`src/rtl/arbiter_iwrr_burst_sched_if.sv`:
```
// Stream/arbitration bundle between the requester side and the burst scheduler.
// The scheduler connects through the slave modport; the requester/downstream
// environment drives the bundle through the master modport.
interface arbiter_iwrr_burst_sched_if #(
   parameter int P_REQUESTER_NUM = 4,
   parameter int P_WEIGHT_W      = 4,
   parameter int P_LEN_W         = 8
);
   localparam int IDX_W = $clog2(P_REQUESTER_NUM);

   logic [P_REQUESTER_NUM-1:0]            req_i;
   logic [P_REQUESTER_NUM*P_LEN_W-1:0]    req_len_i;
   logic [P_REQUESTER_NUM*P_WEIGHT_W-1:0] req_weight_i;
   logic [P_REQUESTER_NUM-1:0]            s_valid_i;
   logic [P_REQUESTER_NUM-1:0]            s_ready_o;
   logic                                  m_valid_o;
   logic                                  m_ready_i;
   logic                                  m_last_o;
   logic [P_REQUESTER_NUM-1:0]            grant_valid_o;
   logic [IDX_W-1:0]                      grant_idx_o;
   logic                                  busy_o;

   modport slave (
      input  req_i, req_len_i, req_weight_i, s_valid_i, m_ready_i,
      output s_ready_o, m_valid_o, m_last_o, grant_valid_o, grant_idx_o, busy_o
   );

   modport master (
      output req_i, req_len_i, req_weight_i, s_valid_i, m_ready_i,
      input  s_ready_o, m_valid_o, m_last_o, grant_valid_o, grant_idx_o, busy_o
   );
endinterface

```
`src/rtl/arbiter_iwrr_burst_sched.sv`:
```
// Burst-level interleaved weighted round-robin scheduler.
// One credit is spent per burst; the grant is locked until the last beat fires,
// and valid/ready are steered between the granted requester and the shared port.
// An idle cycle always separates consecutive bursts, which keeps the grant path
// purely registered (no combinational path from req_i to any output).
module arbiter_iwrr_burst_sched #(
   parameter int P_REQUESTER_NUM = 4,
   parameter int P_WEIGHT_W      = 4,
   parameter int P_LEN_W         = 8
) (
   input logic                       clk,
   input logic                       rst_n,
   arbiter_iwrr_burst_sched_if.slave bus
);
   localparam int N     = P_REQUESTER_NUM;
   localparam int IDX_W = $clog2(N);

   localparam logic [0:0] S_IDLE  = 1'b0;
   localparam logic [0:0] S_BURST = 1'b1;

   // Registered state
   logic [0:0]            state_r;
   logic [IDX_W-1:0]      ptr_r;
   logic [P_WEIGHT_W-1:0] credit_r [N];
   logic [P_LEN_W-1:0]    cnt_r;
   logic [N-1:0]          grant_valid_r;
   logic [IDX_W-1:0]      grant_idx_r;

   // Combinational helpers
   logic [N-1:0]          eligible_s;
   logic                  any_eligible_s;
   logic                  any_req_s;
   logic [IDX_W-1:0]      pick_idx_s;
   logic [N-1:0]          pick_onehot_s;
   logic [P_LEN_W-1:0]    pick_len_s;
   logic [IDX_W-1:0]      ptr_next_s;
   logic                  burst_s;
   logic                  m_valid_s;
   logic [N-1:0]          s_ready_s;
   logic                  m_last_s;
   logic                  fire_s;
   logic                  cnt_zero_s;

   assign any_req_s  = |bus.req_i;
   assign burst_s    = (state_r == S_BURST);
   assign cnt_zero_s = (cnt_r == {P_LEN_W{1'b0}});

   // A requester may compete only while it requests and still holds credit.
   always_comb begin
      eligible_s = {N{1'b0}};
      for (int i = 0; i < N; i++) begin
         eligible_s[i] = bus.req_i[i] & (credit_r[i] != {P_WEIGHT_W{1'b0}});
      end
   end

   // Cyclic search: first eligible index at/after ptr, otherwise lowest eligible.
   always_comb begin
      pick_idx_s     = {IDX_W{1'b0}};
      any_eligible_s = 1'b0;
      for (int i = 0; i < N; i++) begin
         if (!any_eligible_s && eligible_s[i] && (i >= int'(ptr_r))) begin
            any_eligible_s = 1'b1;
            pick_idx_s     = IDX_W'(i);
         end else begin
            pick_idx_s     = pick_idx_s;
         end
      end
      for (int i = 0; i < N; i++) begin
         if (!any_eligible_s && eligible_s[i]) begin
            any_eligible_s = 1'b1;
            pick_idx_s     = IDX_W'(i);
         end else begin
            pick_idx_s     = pick_idx_s;
         end
      end
   end

   // Decode the winner into a one-hot grant and select its burst length.
   always_comb begin
      pick_onehot_s = {N{1'b0}};
      pick_len_s    = {P_LEN_W{1'b0}};
      for (int i = 0; i < N; i++) begin
         if (any_eligible_s && (pick_idx_s == IDX_W'(i))) begin
            pick_onehot_s[i] = 1'b1;
            pick_len_s       = bus.req_len_i[i*P_LEN_W +: P_LEN_W];
         end else begin
            pick_onehot_s[i] = 1'b0;
         end
      end
   end

   // Pointer moves just past the winner, wrapping explicitly for any N.
   always_comb begin
      if (pick_idx_s == IDX_W'(N - 1)) begin
         ptr_next_s = {IDX_W{1'b0}};
      end else begin
         ptr_next_s = pick_idx_s + IDX_W'(1);
      end
   end

   // Steer valid/ready between the granted requester and the shared port.
   always_comb begin
      if (burst_s) begin
         m_valid_s = |(bus.s_valid_i & grant_valid_r);
         s_ready_s = grant_valid_r & {N{bus.m_ready_i}};
         m_last_s  = cnt_zero_s;
      end else begin
         m_valid_s = 1'b0;
         s_ready_s = {N{1'b0}};
         m_last_s  = 1'b0;
      end
   end

   assign fire_s = m_valid_s & bus.m_ready_i;

   // Burst FSM: latch grant and length in IDLE, count beats down in BURST.
   always_ff @(posedge clk or negedge rst_n) begin
      if (!rst_n) begin
         state_r       <= S_IDLE;
         ptr_r         <= {IDX_W{1'b0}};
         cnt_r         <= {P_LEN_W{1'b0}};
         grant_valid_r <= {N{1'b0}};
         grant_idx_r   <= {IDX_W{1'b0}};
      end else begin
         case (state_r)
            S_IDLE: begin
               if (any_eligible_s) begin
                  state_r       <= S_BURST;
                  grant_valid_r <= pick_onehot_s;
                  grant_idx_r   <= pick_idx_s;
                  cnt_r         <= pick_len_s;
                  ptr_r         <= ptr_next_s;
               end else begin
                  state_r       <= S_IDLE;
               end
            end
            S_BURST: begin
               if (fire_s && cnt_zero_s) begin
                  state_r       <= S_IDLE;
                  grant_valid_r <= {N{1'b0}};
               end else if (fire_s) begin
                  cnt_r         <= cnt_r - P_LEN_W'(1);
               end else begin
                  cnt_r         <= cnt_r;
               end
            end
            default: begin
               state_r       <= S_IDLE;
               grant_valid_r <= {N{1'b0}};
               cnt_r         <= {P_LEN_W{1'b0}};
            end
         endcase
      end
   end

   // Credits: spend one on each grant, refill everyone when requesters are out of credit.
   always_ff @(posedge clk or negedge rst_n) begin
      if (!rst_n) begin
         for (int i = 0; i < N; i++) begin
            credit_r[i] <= {P_WEIGHT_W{1'b0}};
         end
      end else if ((state_r == S_IDLE) && any_eligible_s) begin
         for (int i = 0; i < N; i++) begin
            if (pick_onehot_s[i] && (credit_r[i] != {P_WEIGHT_W{1'b0}})) begin
               credit_r[i] <= credit_r[i] - P_WEIGHT_W'(1);
            end else begin
               credit_r[i] <= credit_r[i];
            end
         end
      end else if ((state_r == S_IDLE) && any_req_s) begin
         for (int i = 0; i < N; i++) begin
            credit_r[i] <= bus.req_weight_i[i*P_WEIGHT_W +: P_WEIGHT_W];
         end
      end else begin
         for (int i = 0; i < N; i++) begin
            credit_r[i] <= credit_r[i];
         end
      end
   end

   assign bus.m_valid_o     = m_valid_s;
   assign bus.s_ready_o     = s_ready_s;
   assign bus.m_last_o      = m_last_s;
   assign bus.grant_valid_o = grant_valid_r;
   assign bus.grant_idx_o   = grant_idx_r;
   assign bus.busy_o        = burst_s;

endmodule

```
`src/flat_wrapper.sv`:
```
// flat-port wrapper written by rule: the top's interface ports become plain ports
module arbiter_iwrr_burst_sched_flat 
#(
   parameter int P_REQUESTER_NUM = 4,
   parameter int P_WEIGHT_W      = 4,
   parameter int P_LEN_W         = 8
)
  (clk, rst_n, bus_req_i, bus_req_len_i, bus_req_weight_i, bus_s_valid_i, bus_m_ready_i, bus_s_ready_o, bus_m_valid_o, bus_m_last_o, bus_grant_valid_o, bus_grant_idx_o, bus_busy_o);
  arbiter_iwrr_burst_sched_if #(.P_REQUESTER_NUM(P_REQUESTER_NUM), .P_WEIGHT_W(P_WEIGHT_W), .P_LEN_W(P_LEN_W)) bus_i ();
  input logic clk;
  input logic rst_n;
  input wire logic [$bits(bus_i.req_i)-1:0] bus_req_i;
  input wire logic [$bits(bus_i.req_len_i)-1:0] bus_req_len_i;
  input wire logic [$bits(bus_i.req_weight_i)-1:0] bus_req_weight_i;
  input wire logic [$bits(bus_i.s_valid_i)-1:0] bus_s_valid_i;
  input wire logic [$bits(bus_i.m_ready_i)-1:0] bus_m_ready_i;
  output wire logic [$bits(bus_i.s_ready_o)-1:0] bus_s_ready_o;
  output wire logic [$bits(bus_i.m_valid_o)-1:0] bus_m_valid_o;
  output wire logic [$bits(bus_i.m_last_o)-1:0] bus_m_last_o;
  output wire logic [$bits(bus_i.grant_valid_o)-1:0] bus_grant_valid_o;
  output wire logic [$bits(bus_i.grant_idx_o)-1:0] bus_grant_idx_o;
  output wire logic [$bits(bus_i.busy_o)-1:0] bus_busy_o;
  assign bus_i.req_i = bus_req_i;
  assign bus_i.req_len_i = bus_req_len_i;
  assign bus_i.req_weight_i = bus_req_weight_i;
  assign bus_i.s_valid_i = bus_s_valid_i;
  assign bus_i.m_ready_i = bus_m_ready_i;
  assign bus_s_ready_o = bus_i.s_ready_o;
  assign bus_m_valid_o = bus_i.m_valid_o;
  assign bus_m_last_o = bus_i.m_last_o;
  assign bus_grant_valid_o = bus_i.grant_valid_o;
  assign bus_grant_idx_o = bus_i.grant_idx_o;
  assign bus_busy_o = bus_i.busy_o;
  arbiter_iwrr_burst_sched #(.P_REQUESTER_NUM(P_REQUESTER_NUM), .P_WEIGHT_W(P_WEIGHT_W), .P_LEN_W(P_LEN_W)) u_core (.clk(clk), .rst_n(rst_n), .bus(bus_i));
endmodule
```
`config.mk`:
```
export PLATFORM = sky130hd
export DESIGN_NAME = arbiter_iwrr_burst_sched_flat
export DESIGN_NICKNAME = d
export VERILOG_FILES = /design/src/rtl/arbiter_iwrr_burst_sched_if.sv /design/src/rtl/arbiter_iwrr_burst_sched.sv /design/src/flat_wrapper.sv
export SDC_FILE = /design/constraint.sdc
export NUM_CORES = 1
export LEC_CHECK = 0
export BUFFER_PORTS_ARGS = -buffer_cell sky130_fd_sc_hd__buf_2
export CAP_MARGIN = 20
export CORE_MARGIN = 1.5
export CORE_UTILIZATION = 47
export CTS_CLUSTER_SIZE = 16
export DETAILED_ROUTE_END_ITERATION = 8
export PLACE_DENSITY = 0.83
export SYNTH_ARGS = -nofsm -noshare
export SYNTH_HDL_FRONTEND = slang
export SYNTH_SLANG_ARGS = --single-unit
```
`constraint.sdc`:
```
create_clock -name clk -period 2.66 [get_ports clk]
set_input_delay 0.133 -clock clk [delete_from_list [all_inputs] [get_ports clk]]
set_output_delay 0.133 -clock clk [all_outputs]
set_load 0.02 [all_outputs]
```
# After elaboration in Yosys (flattened, before gate mapping)
# Cells that the tools add are included.
dict set report classes {
  n_addsub 6
  order_cmp 3
  n_eq_ne 11
  mux 43
  bitwise_logic 8
  n_reduce_logical 44
}
# cell n
set ops {}
lappend ops {{two-way mux 8 bit} 7}
lappend ops {{two-way mux 16 bit} 2}
lappend ops {{two-way mux 4 bit} 7}
lappend ops {{logical AND 1 bit} 21}
lappend ops {{two-way mux 1 bit} 17}
lappend ops {{case mux 8 bit (2 select lines)} 1}
lappend ops {{nonzero test 4 bit} 4}
lappend ops {{subtractor 4 x 1 -> 4 bit (second input constant)} 4}
lappend ops {{two-way mux 2 bit} 7}
lappend ops {{inequality test 2 bit (second input constant)} 7}
lappend ops {{AND reduction 2 bit} 6}
lappend ops {{AND 4 bit} 2}
lappend ops {{zero test 8 bit} 1}
lappend ops {{case mux 4 bit (2 select lines)} 1}
lappend ops {{OR reduction 4 bit} 2}
lappend ops {{subtractor 8 x 1 -> 8 bit (second input constant)} 1}
lappend ops {{zero test 1 bit} 7}
lappend ops {{AND 1 bit} 5}
lappend ops {{== test 2 bit (second input constant)} 2}
lappend ops {{greater-or-equal comparator 1 x 2 -> 1 bit (first input constant)} 2}
lappend ops {{AND reduction 3 bit} 1}
lappend ops {{adder 2 x 1 -> 2 bit (second input constant)} 1}
lappend ops {{== test 2 x 1 -> 1 bit (second input constant)} 1}
lappend ops {{greater-or-equal comparator 2 bit (first input constant)} 1}
lappend ops {{5 further kinds} 5}
dict set report totals {
  register_bits 33
  inputBits 59
  out_inout_bits 13
  word_cells 124
}

# Depth between registers and ports, before layout
# Gate-level depths: netlist of run 1.
dict set report depth {
  ltp_word 35
  depth_mapped 15
  ltp_nobuf 14
}

# Worst setup path before layout of run 1
# Ideal clock, no wire load.
dict set report synth_timing {
  kind {reg2reg}
  start {register u_core.credit_r[12] (netlist bit)}
  end {register u_core.credit_r[2] (netlist bit)}
  setup_ns 0.122
  arrival_ns 2.638
  t_required_ns 2.538
  path_slack_ns -0.101
  stages_incl_launch_ff 16
  path_buffers 2
  period_less_slack_ns 2.761
  path_cell_list {dfrtp_1 inv_1 ha_1 or3b_1 buf_2 nand3_1 a21o_1 o31a_1 o21ai_0 inv_1 ha_1 clkbuf_1 nand2_1 o21ai_0 o21ai_0 o2bb2ai_1}
}
dict set report synth_between {
  elab_chain_cells 33
  word_cells_on_any_way 43
  classes_between {2 x eq/ne; 17 x mux; 1 x bitwise; 23 x reduce/logical}
}
# element line
set synth_rtl {}
lappend synth_rtl {{from (decl)} arbiter_iwrr_burst_sched.sv:24} ;# logic [P_WEIGHT_W-1:0] credit_r [N];
lappend synth_rtl {{from (signal, indexed assignment)} arbiter_iwrr_burst_sched.sv:160} ;# credit_r[i] <= {P_WEIGHT_W{1'b0}};
lappend synth_rtl {{from (signal, indexed assignment)} arbiter_iwrr_burst_sched.sv:165} ;# credit_r[i] <= credit_r[i] - P_WEIGHT_W'(1);
lappend synth_rtl {{from (signal, indexed assignment)} arbiter_iwrr_burst_sched.sv:167} ;# credit_r[i] <= credit_r[i];
lappend synth_rtl {{nonzero test 4 bit (*)} arbiter_iwrr_burst_sched.sv:52} ;# eligible_s[i] = bus.req_i[i] & (credit_r[i] != {P_WEIGHT_W{1'b0}});
lappend synth_rtl {{AND 1 bit (*)} arbiter_iwrr_burst_sched.sv:52}
lappend synth_rtl {{logical AND 1 bit} arbiter_iwrr_burst_sched.sv:61} ;# if (!any_eligible_s && eligible_s[i] && (i >= int'(ptr_r))) begin
lappend synth_rtl {{two-way mux 1 bit} arbiter_iwrr_burst_sched.sv:61}
lappend synth_rtl {{zero test 1 bit} arbiter_iwrr_burst_sched.sv:61}
lappend synth_rtl {{logical AND 1 bit (2 in a row)} arbiter_iwrr_burst_sched.sv:61}
lappend synth_rtl {{two-way mux 1 bit} arbiter_iwrr_burst_sched.sv:61}
lappend synth_rtl {{zero test 1 bit} arbiter_iwrr_burst_sched.sv:61}
lappend synth_rtl {{[... 16 more ...]} n/a}
lappend synth_rtl {{logical AND 1 bit} arbiter_iwrr_burst_sched.sv:69} ;# if (!any_eligible_s && eligible_s[i]) begin
lappend synth_rtl {{two-way mux 2 bit} arbiter_iwrr_burst_sched.sv:69}
lappend synth_rtl {{== test 2 bit} arbiter_iwrr_burst_sched.sv:83} ;# if (any_eligible_s && (pick_idx_s == IDX_W'(i))) begin
lappend synth_rtl {{logical AND 1 bit} arbiter_iwrr_burst_sched.sv:83}
lappend synth_rtl {{two-way mux 1 bit} arbiter_iwrr_burst_sched.sv:83}
lappend synth_rtl {{logical AND 1 bit} arbiter_iwrr_burst_sched.sv:164} ;# if (pick_onehot_s[i] && (credit_r[i] != {P_WEIGHT_W{1'b0}})) begin
lappend synth_rtl {{inequality test 2 bit (no source line)} n/a}
lappend synth_rtl {{AND reduction 2 bit (no source line)} n/a}
# Mark *: on every way between the ends. The rest lies on a longest branch, timed or not.
# A chain may end at the register's enable or synchronous reset.

# Worst setup path after layout of run 1
dict set report layout_timing {
  start {register u_core.credit_r[9] (netlist bit)}
  end {register u_core.cnt_r[0]}
}
dict set report layout_between {
  elab_chain_cells 32
  word_cells_on_any_way 47
  classes_between {4 x eq/ne; 20 x mux; 1 x bitwise; 22 x reduce/logical}
}
# element line
set layout_rtl {}
lappend layout_rtl {{nonzero test 4 bit (*)} arbiter_iwrr_burst_sched.sv:52}
lappend layout_rtl {{AND 1 bit (*)} arbiter_iwrr_burst_sched.sv:52}
lappend layout_rtl {{logical AND 1 bit (2 in a row)} arbiter_iwrr_burst_sched.sv:61}
lappend layout_rtl {{two-way mux 1 bit} arbiter_iwrr_burst_sched.sv:61}
lappend layout_rtl {{zero test 1 bit} arbiter_iwrr_burst_sched.sv:61}
lappend layout_rtl {{logical AND 1 bit (2 in a row)} arbiter_iwrr_burst_sched.sv:61}
lappend layout_rtl {{two-way mux 1 bit} arbiter_iwrr_burst_sched.sv:61}
lappend layout_rtl {{zero test 1 bit} arbiter_iwrr_burst_sched.sv:61}
lappend layout_rtl {{[... 13 more ...]} n/a}
lappend layout_rtl {{two-way mux 2 bit (*)} arbiter_iwrr_burst_sched.sv:69}
lappend layout_rtl {{named net u_core.pick_idx_s[1]} arbiter_iwrr_burst_sched.sv:33} ;# logic [IDX_W-1:0] pick_idx_s;
lappend layout_rtl {{zero test 2 bit} arbiter_iwrr_burst_sched.sv:83}
lappend layout_rtl {{logical AND 1 bit} arbiter_iwrr_burst_sched.sv:83}
lappend layout_rtl {{two-way mux 8 bit (3 in a row)} arbiter_iwrr_burst_sched.sv:83}
lappend layout_rtl {{two-way mux 8 bit (*)} arbiter_iwrr_burst_sched.sv:83}
lappend layout_rtl {{two-way mux 8 bit (*)} arbiter_iwrr_burst_sched.sv:127} ;# if (any_eligible_s) begin
lappend layout_rtl {{case mux 8 bit (2 select lines) (*)} arbiter_iwrr_burst_sched.sv:125} ;# case (state_r)
lappend layout_rtl {{to (signal assigned)} arbiter_iwrr_burst_sched.sv:121} ;# cnt_r <= {P_LEN_W{1'b0}};
lappend layout_rtl {{to (signal assigned)} arbiter_iwrr_burst_sched.sv:131} ;# cnt_r <= pick_len_s;
lappend layout_rtl {{to (signal assigned)} arbiter_iwrr_burst_sched.sv:142} ;# cnt_r <= cnt_r - P_LEN_W'(1);
lappend layout_rtl {{to (decl)} arbiter_iwrr_burst_sched.sv:25} ;# logic [P_LEN_W-1:0] cnt_r;
# Mark *: on every way through the listed nets, which the timed path passes. The rest lies on a longest branch. The select of a mux whose other input is x is not followed.

==> out/metrics.yaml, run 1 <==
status:
  status: "complete, no violations"
placed_design:
  place_area_um2: 3038
  gp_congestion: 0.9983
  dpl.hpwl_um: 5282
  numPortBuffers: 71
finish:
  drive_gt1_frac: 0.4381
  area_delta_synth_final_pct: 42.98
  nets: 453
  diodes: 0
  design_area_um2: 3417
cts:
  clk_latency_ns: 0.29
  htree_levels: 2
  cts_buffers: 5
  tritoncts: "yes"
  cts-root-buf: "clkbuf_8"
  cts_buffer_depth: 2
  clkSlewWorstSetupHoldPaths_ns: 0.07
  clkSinkCount: 33
route:
  wl_met1_um: 3005
  post_drt_via_cell_ratio: 5.870
  first_pass_iters: 4
  drt_iter0_drc: 188
  wl_met2_um: 3862
  drc: 0
  wl_met3_um: 534
  top_layer: "met4"
  postRouteAntennaNets: 0
  vias: 2671
  drt-total-wl_um: 7576
  wl_per_cell_um: 16.65
yosys:
  synth.avg_cell_area_um2: 8.566
  syn_nets: 345
  netlist_instances: 279
  synth_compound_area_frac: 0.3047
  yosys.area_share.simple: 0.1984
  synthArstFlopShare: 1.000
  synthFlopType: "dfrtp_1"
  synth_top_cell_by_area: "dfrtp_1"
  syn_area_um2: 2390
  synthMuxAreaShare: 0.04188
  synth.top_cell.area_share: 0.3455
  synth-xor-area-share: 0.02199
  synthDistinctLibCells: 53
  synth_edf_count: 0
  synthTopCellsByArea: "dfrtp_1, o21ai_0, mux2i_1"
  synth-seq-area-share: 0.3455
  ys_seq_elements: 33
  synth-adder-area-share: 0.03665
  synth_top_family_by_area: "compound AO/OA/AOI/OAI gates"
  ys.warnings.count: 0
power_and_ir_drop:
  p_int_w: 0.001502
  vdd_drop_max_uv: 406.8
  power_density_nw_per_um2: 746.2
  power_frac_clock: 0.166
  p_comb_frac: 0.491
  power_switching_w: 0.001048
  power_frac_seq: 0.343
  finalPower_w: 0.002550
  switching_share: 0.4110
  p_leak_nw: 1.608
timing:
  slew_headroom: 0.5024
  finalHoldViolCount: 0
  holdWs_ns: 0.08762
  fin_worst_skew_ns: 0.003470
  post-route-period-util: 0.9938
  tightest_slew_ns: 0.7465
  rsz0062_at_grt: "true"
  timing.fmax_mhz: 378.3
  fin_crit_ns: 2.644
  setup_viol_count_final: 0
  report.final.slew_viol_count: 0
critical_path:
  crit_chain: "inv_2, ha_4, or3b_4, and2_4, buf_4, a31oi_4, o22ai_2, inv_1, ha_4, inv_2, buf_4, nor2_1, o22ai_1, o21ai_0, o32ai_1"
  path_buf_inv: 5
  start_kind: "register"
  regToRegSetupSlack_ns: 0.02
  critPathKind: "register to register"
  worstSetupEndpointType: "register"
  required_ns: 2.82
  cp.arrival_ns: 2.81
  cp_max_fo: 4
  cp_top_family: "simple AND/OR/NAND/NOR gates"
  cp_slowest_cell: "dfrtp_1"
  critPathMaxStageDelay_ns: 0.40
floorplan:
  die_w_um: 74.31
  core_um2: 4817
  initial_core_util: 0.4961
  die-area_um2: 5521
  fp.dieH_um: 74.31
  io_pins: 72
  rows: 25
grt:
  grt_pass1_wl_um: 11270
  first_global_vias: 2577
  grt_max_degree: 34
  grt_overflow: 0
  grt_use_total: 0.2631
  antenna_found_initial: 0
job:
  maxCapViolations: 0
hold_path:
  hp-class: "input pin to register"
## layout by cell type, fill, tap and decap left out, drive strengths merged, types with 6 or more instances in the layout
master | netlist | final
nand2b | 8 | 8
a21oi | 13 | 13
nand3 | 9 | 9
nor3 | 7 | 7
ha | 7 | 7
nor2 | 22 | 22
a22oi | 6 | 6
buf | 4 | 112
mux2i | 10 | 10
clkbuf | 8 | 7
nand2 | 16 | 16
dfrtp | 33 | 33
o21ai | 28 | 28
inv | 18 | 18
## worst reg2reg max path, cell delays in order (launching register included)
cell     delay, ns
dfrtp_1       0.40
inv_2         0.09
ha_4          0.13
or3b_4        0.38
and2_4        0.17
buf_4         0.15
a31oi_4       0.14
o22ai_2       0.10
inv_1         0.12
ha_4          0.17
inv_2         0.04
buf_4         0.15
nor2_1        0.17
o22ai_1       0.12
o21ai_0       0.10
o32ai_1       0.10
## path summary, 6_finish.rpt
check,startpoint,end,depth (start not counted)
worst max-delay path,u_core.credit_r[9],u_core.cnt_r[0],15
worst min-delay path,bus_req_len_i[22],u_core.cnt_r[6],2
worst max register to register,u_core.credit_r[9],u_core.cnt_r[0],15
worst min register to register,u_core.bus.grant_idx_o[0],u_core.bus.grant_idx_o[0],2
max in group asynchronous,rst_n,u_core.bus.grant_valid_o[0],2
min in group asynchronous,rst_n,u_core.credit_r[5],2
## kinds of logic (layout without fill, tap and decap cells)
family | Yosys count | after routing
XOR/XNOR | 6 | 6
AO/OA/AOI/OAI | 102 | 102
AND/OR/NAND/NOR | 90 | 90
flip-flops | 33 | 33
adder cells (fa/ha/maj) | 7 | 7
buffers and inverters | 31 | 140
multiplexers | 10 | 10
## power groups by stage
| stage | Sequential [W] | Combinational (W) | Clock [W] |
|---|---|---|---|
| after floorplan | 0.000860 | 0.000634 | 0 |
| after global placement | 0.000849 | 0.000994 | 0 |
| after detailed placement | 0.000860 | 0.00102 | 0 |
| after CTS | 0.000854 | 0.00105 | 0.000423 |
| after global routing | 0.000899 | 0.00137 | 0.000449 |
| final | 0.000874 | 0.00125 | 0.000422 |
## final cells by class
class / count / area [µm²]
clock buffers: 7 / 96.34
clock inverters: 1 / 5.005
fillers: 395 / 1400
inverters: 19 / 71.32
multi-input cells: 215 / 1625
flip-flops and latches: 33 / 825.8
well taps: 67 / 83.83
repair buffers: 113 / 709.4
## routing by layer
metal,vias to the layer above,GRT usage
li1,1268,-
met1,1265,0.3042
met2,119,0.4702
met3,19,0.07182
met4,0,0.08687
met5,-,0
## cells in the mapped netlist, types with 2 or more instances
cell type / n
a21oi_1: 13
o311ai_0: 2
nand3_1: 9
o21a_1: 4
a22oi_1: 6
dfrtp_1: 33
inv_1: 18
and2_1: 2
nor3b_1: 5
and3_1: 5
or3b_1: 3
a31oi_1: 5
o211a_1: 4
a221o_1: 5
ha_1: 7
buf_2: 4
a32oi_1: 3
a221oi_1: 3
mux2i_1: 10
or3b_2: 2
nand2_1: 16
o21ai_0: 28
nand4_1: 4
a211oi_1: 2
nor2_1: 22
nor4_1: 2
clkbuf_1: 8
o2bb2ai_1: 2
a22o_1: 5
o22ai_1: 2
nor3_1: 7
xor2_1: 5
o211ai_1: 4
nand2b_1: 8
a31o_2: 3
## state kept, by name, summed over array words and instances (netlist names)
name,flops
u_core.ptr_r,2
u_core.bus.busy_o,1
u_core.credit_r,16
u_core.cnt_r,8
u_core.bus.grant_idx_o,2
u_core.bus.grant_valid_o,4
## metrics by stage
stage	setup WS, ns	cells	util	TNS, ns
3_5_place_dp	-0.2021	436	0.6306	-1.519
4_1_cts	0.01578	445	0.6600	0
2_1_floorplan	0.006162	279	-	0
3_3_place_gp	-0.07103	436	0.6306	-0.2467
6_report	0.01649	455	0.7094	0
5_1_grt	-0.08713	455	0.7094	-0.2760
## what timing repair did
item,4_1_cts,5_1_grt
setup endpoints to repair,17,23
pin swaps,0,11
endpoints found under the hold margin,33,0
buffers inserted,0,10
resized for setup,10,43
hold buffers,1,0
(Power assumes the default switching activity.)
==> inputs of run 2 (changes only) <==
--- a/config.mk
+++ b/config.mk
@@ -10,6 +10,8 @@
 export CORE_MARGIN = 1.5
-export CORE_UTILIZATION = 47
+export CORE_UTILIZATION = 48
+export CTS_BUF_LIST = sky130_fd_sc_hd__clkbuf_4 sky130_fd_sc_hd__clkbuf_8
 export CTS_CLUSTER_SIZE = 16
 export DETAILED_ROUTE_END_ITERATION = 8
-export PLACE_DENSITY = 0.83
+export GPL_ROUTABILITY_DRIVEN = 0
+export PLACE_DENSITY = 0.84
 export SYNTH_ARGS = -nofsm -noshare
==> constraint.sdc (replaced) <==
create_clock -name clk -period 2.66 [get_ports clk]
set_input_delay 0.266 -clock clk [delete_from_list [all_inputs] [get_ports clk]]
set_output_delay 0.266 -clock clk [all_outputs]
set_load 0.02 [all_outputs]
==> out/metrics.yaml, run 2 (synthesized netlist as in run 1, its figures left out) <==
timing:
  fin_ws_ns: -0.02530  # -0.04179 ns
  timing.fmax_mhz: 372.4  # -1.6%
  post-route-period-util: 1.010  # +0.01571
  fin_worst_skew_ns: 0.007591  # +0.004120 ns
  setup_viol_count_final: 2  # +2
  report.final.slew_viol_count: 0  # unchanged
  tightest_slew_ns: 0.7857  # +0.03924 ns
  fin_crit_ns: 2.685  # +0.04179 ns
  rsz0062_at_grt: "true"
  slew_headroom: 0.4762  # -0.02616
  finalHoldViolCount: 0  # unchanged
floorplan:
  core_um2: 4755  # -1.3%
  die-area_um2: 5411  # -2.0%
  die_w_um: 73.56  # -1.0%
  fp.dieH_um: 73.56  # -1.0%
  io_pins: 72  # unchanged
  rows: 25  # unchanged
  initial_core_util: 0.5026  # +0.006528
cts:
  cts-root-buf: "clkbuf_8"
  cts_buffer_depth: 2  # unchanged
  cts_buffers: 5  # unchanged
  clk_latency_ns: 0.29  # about the same
  clkSlewWorstSetupHoldPaths_ns: 0.07  # about the same
  htree_levels: 2  # unchanged
  tritoncts: "yes"
  clkSinkCount: 33  # unchanged
grt:
  use_met3: 0.04664  # -0.02518
  grt_use_total: 0.2628  # about the same
  groute.layer.met2.usage: 0.4585  # -0.01178
  grt_overflow: 0  # unchanged
  grt_pass1_wl_um: 11100  # -1.6%
  gr-max-usage-layer: "met2"
  antenna_found_initial: 0  # unchanged
  grt_max_degree: 34  # unchanged
  met1_usage: 0.3278  # +0.02364
  first_global_vias: 2481  # -3.7%
critical_path:
  path_buf_inv: 2  # -3
  cp-startpoint: "u_core.credit_r[1]"
  critPathMaxStageDelay_ns: 0.58  # +0.18 ns
  rr_startpoint: "u_core.credit_r[1]"
  cp.arrival_ns: 2.90  # +0.09 ns
  start_kind: "register"
  worstSetupEndpointType: "register"
  cp_top_family: "simple AND/OR/NAND/NOR gates"
  critPathKind: "register to register"
  cp_slowest_cell: "or4_4"
  cp_max_fo: 6  # +2
  crit_chain: "inv_2, ha_4, or3b_4, buf_4, a22o_1, or4_4, a21boi_4, or3_4, o21ai_2"
  required_ns: 2.88  # +0.06 ns
hold_path:
  hp-class: "input pin to async pin"
finish:
  diodes: 0  # unchanged
  largest_reg_flops: 16  # unchanged
  layout_common_cells: "buf_2, buf_4, dfrtp_1"
  top_register: "u_core.credit_r"
  nets: 449  # -0.88%
  mostFrequentLayoutCell: "buf_2"
  fin_util: 0.7039  # -0.005404
  drive_gt1_frac: 0.4297  # -0.008457
  area_delta_synth_final_pct: 40.05
placed_design:
  numPortBuffers: 71  # unchanged
  dpl.hpwl_um: 5097  # -3.5%
  dp_slack_ns: -0.2489  # -0.04681 ns
route:
  first_pass_iters: 6  # +2
  post_drt_via_cell_ratio: 5.933  # +1.1%
  drt_iter0_drc: 222  # +18%
  postRouteAntennaNets: 0  # unchanged
  drt-total-wl_um: 7470  # -1.4%
  wl_per_cell_um: 16.56  # -0.52%
  vias: 2676  # +0.19%
  drc: 0  # unchanged
power_and_ir_drop:
  power_density_nw_per_um2: 745.6  # about the same
  p_leak_nw: 1.572  # -2.2%
  finalPower_w: 0.002496  # -2.1%
  vdd_drop_max_uv: 394.6  # -3.0%
status:
  status: "finished with violations"
  violations: "setup timing"
job:
  maxCapViolations: 0  # unchanged
run 2: changes by cell type in the layout (fill, tap and decap cells not counted), moves of 2 or more:
| cell | before | now |
|---|---|---|
| buf_12 | 2 | 0 |
| inv_2 | 8 | 6 |
| nand2_1 | 13 | 15 |
| buf_6 | 3 | 0 |
| a31oi_4 | 2 | 0 |
| nand2_2 | 3 | 0 |
| buf_4 | 36 | 38 |
| a31oi_2 | 0 | 2 |
| o311ai_0 | 2 | 0 |
| o21ai_0 | 20 | 22 |
run 2: final timing paths:
kind | depth (start not counted) | endpoint | slack [ns]
min reg2reg | 2 | u_core.bus.grant_idx_o[1] | 0.49
max in group asynchronous | 1 | u_core.credit_r[11] | 2.10
max reg2reg | 9 | u_core.credit_r[8] | -0.03
max | 9 | u_core.credit_r[8] | -0.03
min | 1 | u_core.credit_r[3] | 0.05
min in group clk | 2 | u_core.cnt_r[6] | 0.22
run 2: final cells by class:
type	instances	area (µm²)
Clock buffer	7	96.34
Clock inverter	1	5.005
Fill cell	379	1408
Inverter	19	73.82
Multi-Input combinational cell	215	1622
Sequential cell	33	825.8
Tap cell	67	83.83
Timing Repair Buffer	109	640.6
run 2: stage by stage:
stage | cells | hold WS (ns) | instance area [µm²] | setup TNS (ns)
floorplan | 279 | -0.02959 | 2395 | 0
global placement | 435 | 0.3732 | 3018 | -0.2091
detailed placement | 435 | 0.3861 | 3018 | -1.863
CTS | 446 | 0.08014 | 3176 | -0.01708
global route | 451 | 0.1148 | 3347 | -0.8491
finish | 451 | 0.04724 | 3347 | -0.03644
run 2: worst register-to-register path, delay by kind of cell, from the launching register on:
family | cells | cell delay, ns
fa+ha+maj | 1 | 0.14
simple gates | 3 | 1.36
buf+inv | 2 | 0.25
flops | 1 | 0.40
compound gates | 3 | 0.48
run 2: timing repair:
item | CTS | global route
setup endpoints to repair | 16 | 25
hold buffers | 0 | 0
resized for setup | 15 | 34
pin swaps | 3 | 12
setup buffers | 3 | 6
run 2: power breakdown:
group	leakage [nW]	switching, W	internal, W
clock	0.0542	0.000190	0.000234
sequential	0.390	0.000191	0.000673
combinational	1.13	0.000653	0.000554
total	1.57	0.00103	0.00146
run 2: routing by layer:
metal  vias to the layer above  share of wire
li1                       1262              -
met1                      1267           0.39
met2                       126           0.52
met3                        21          0.064
met4                         0          0.018
met5                         -              0
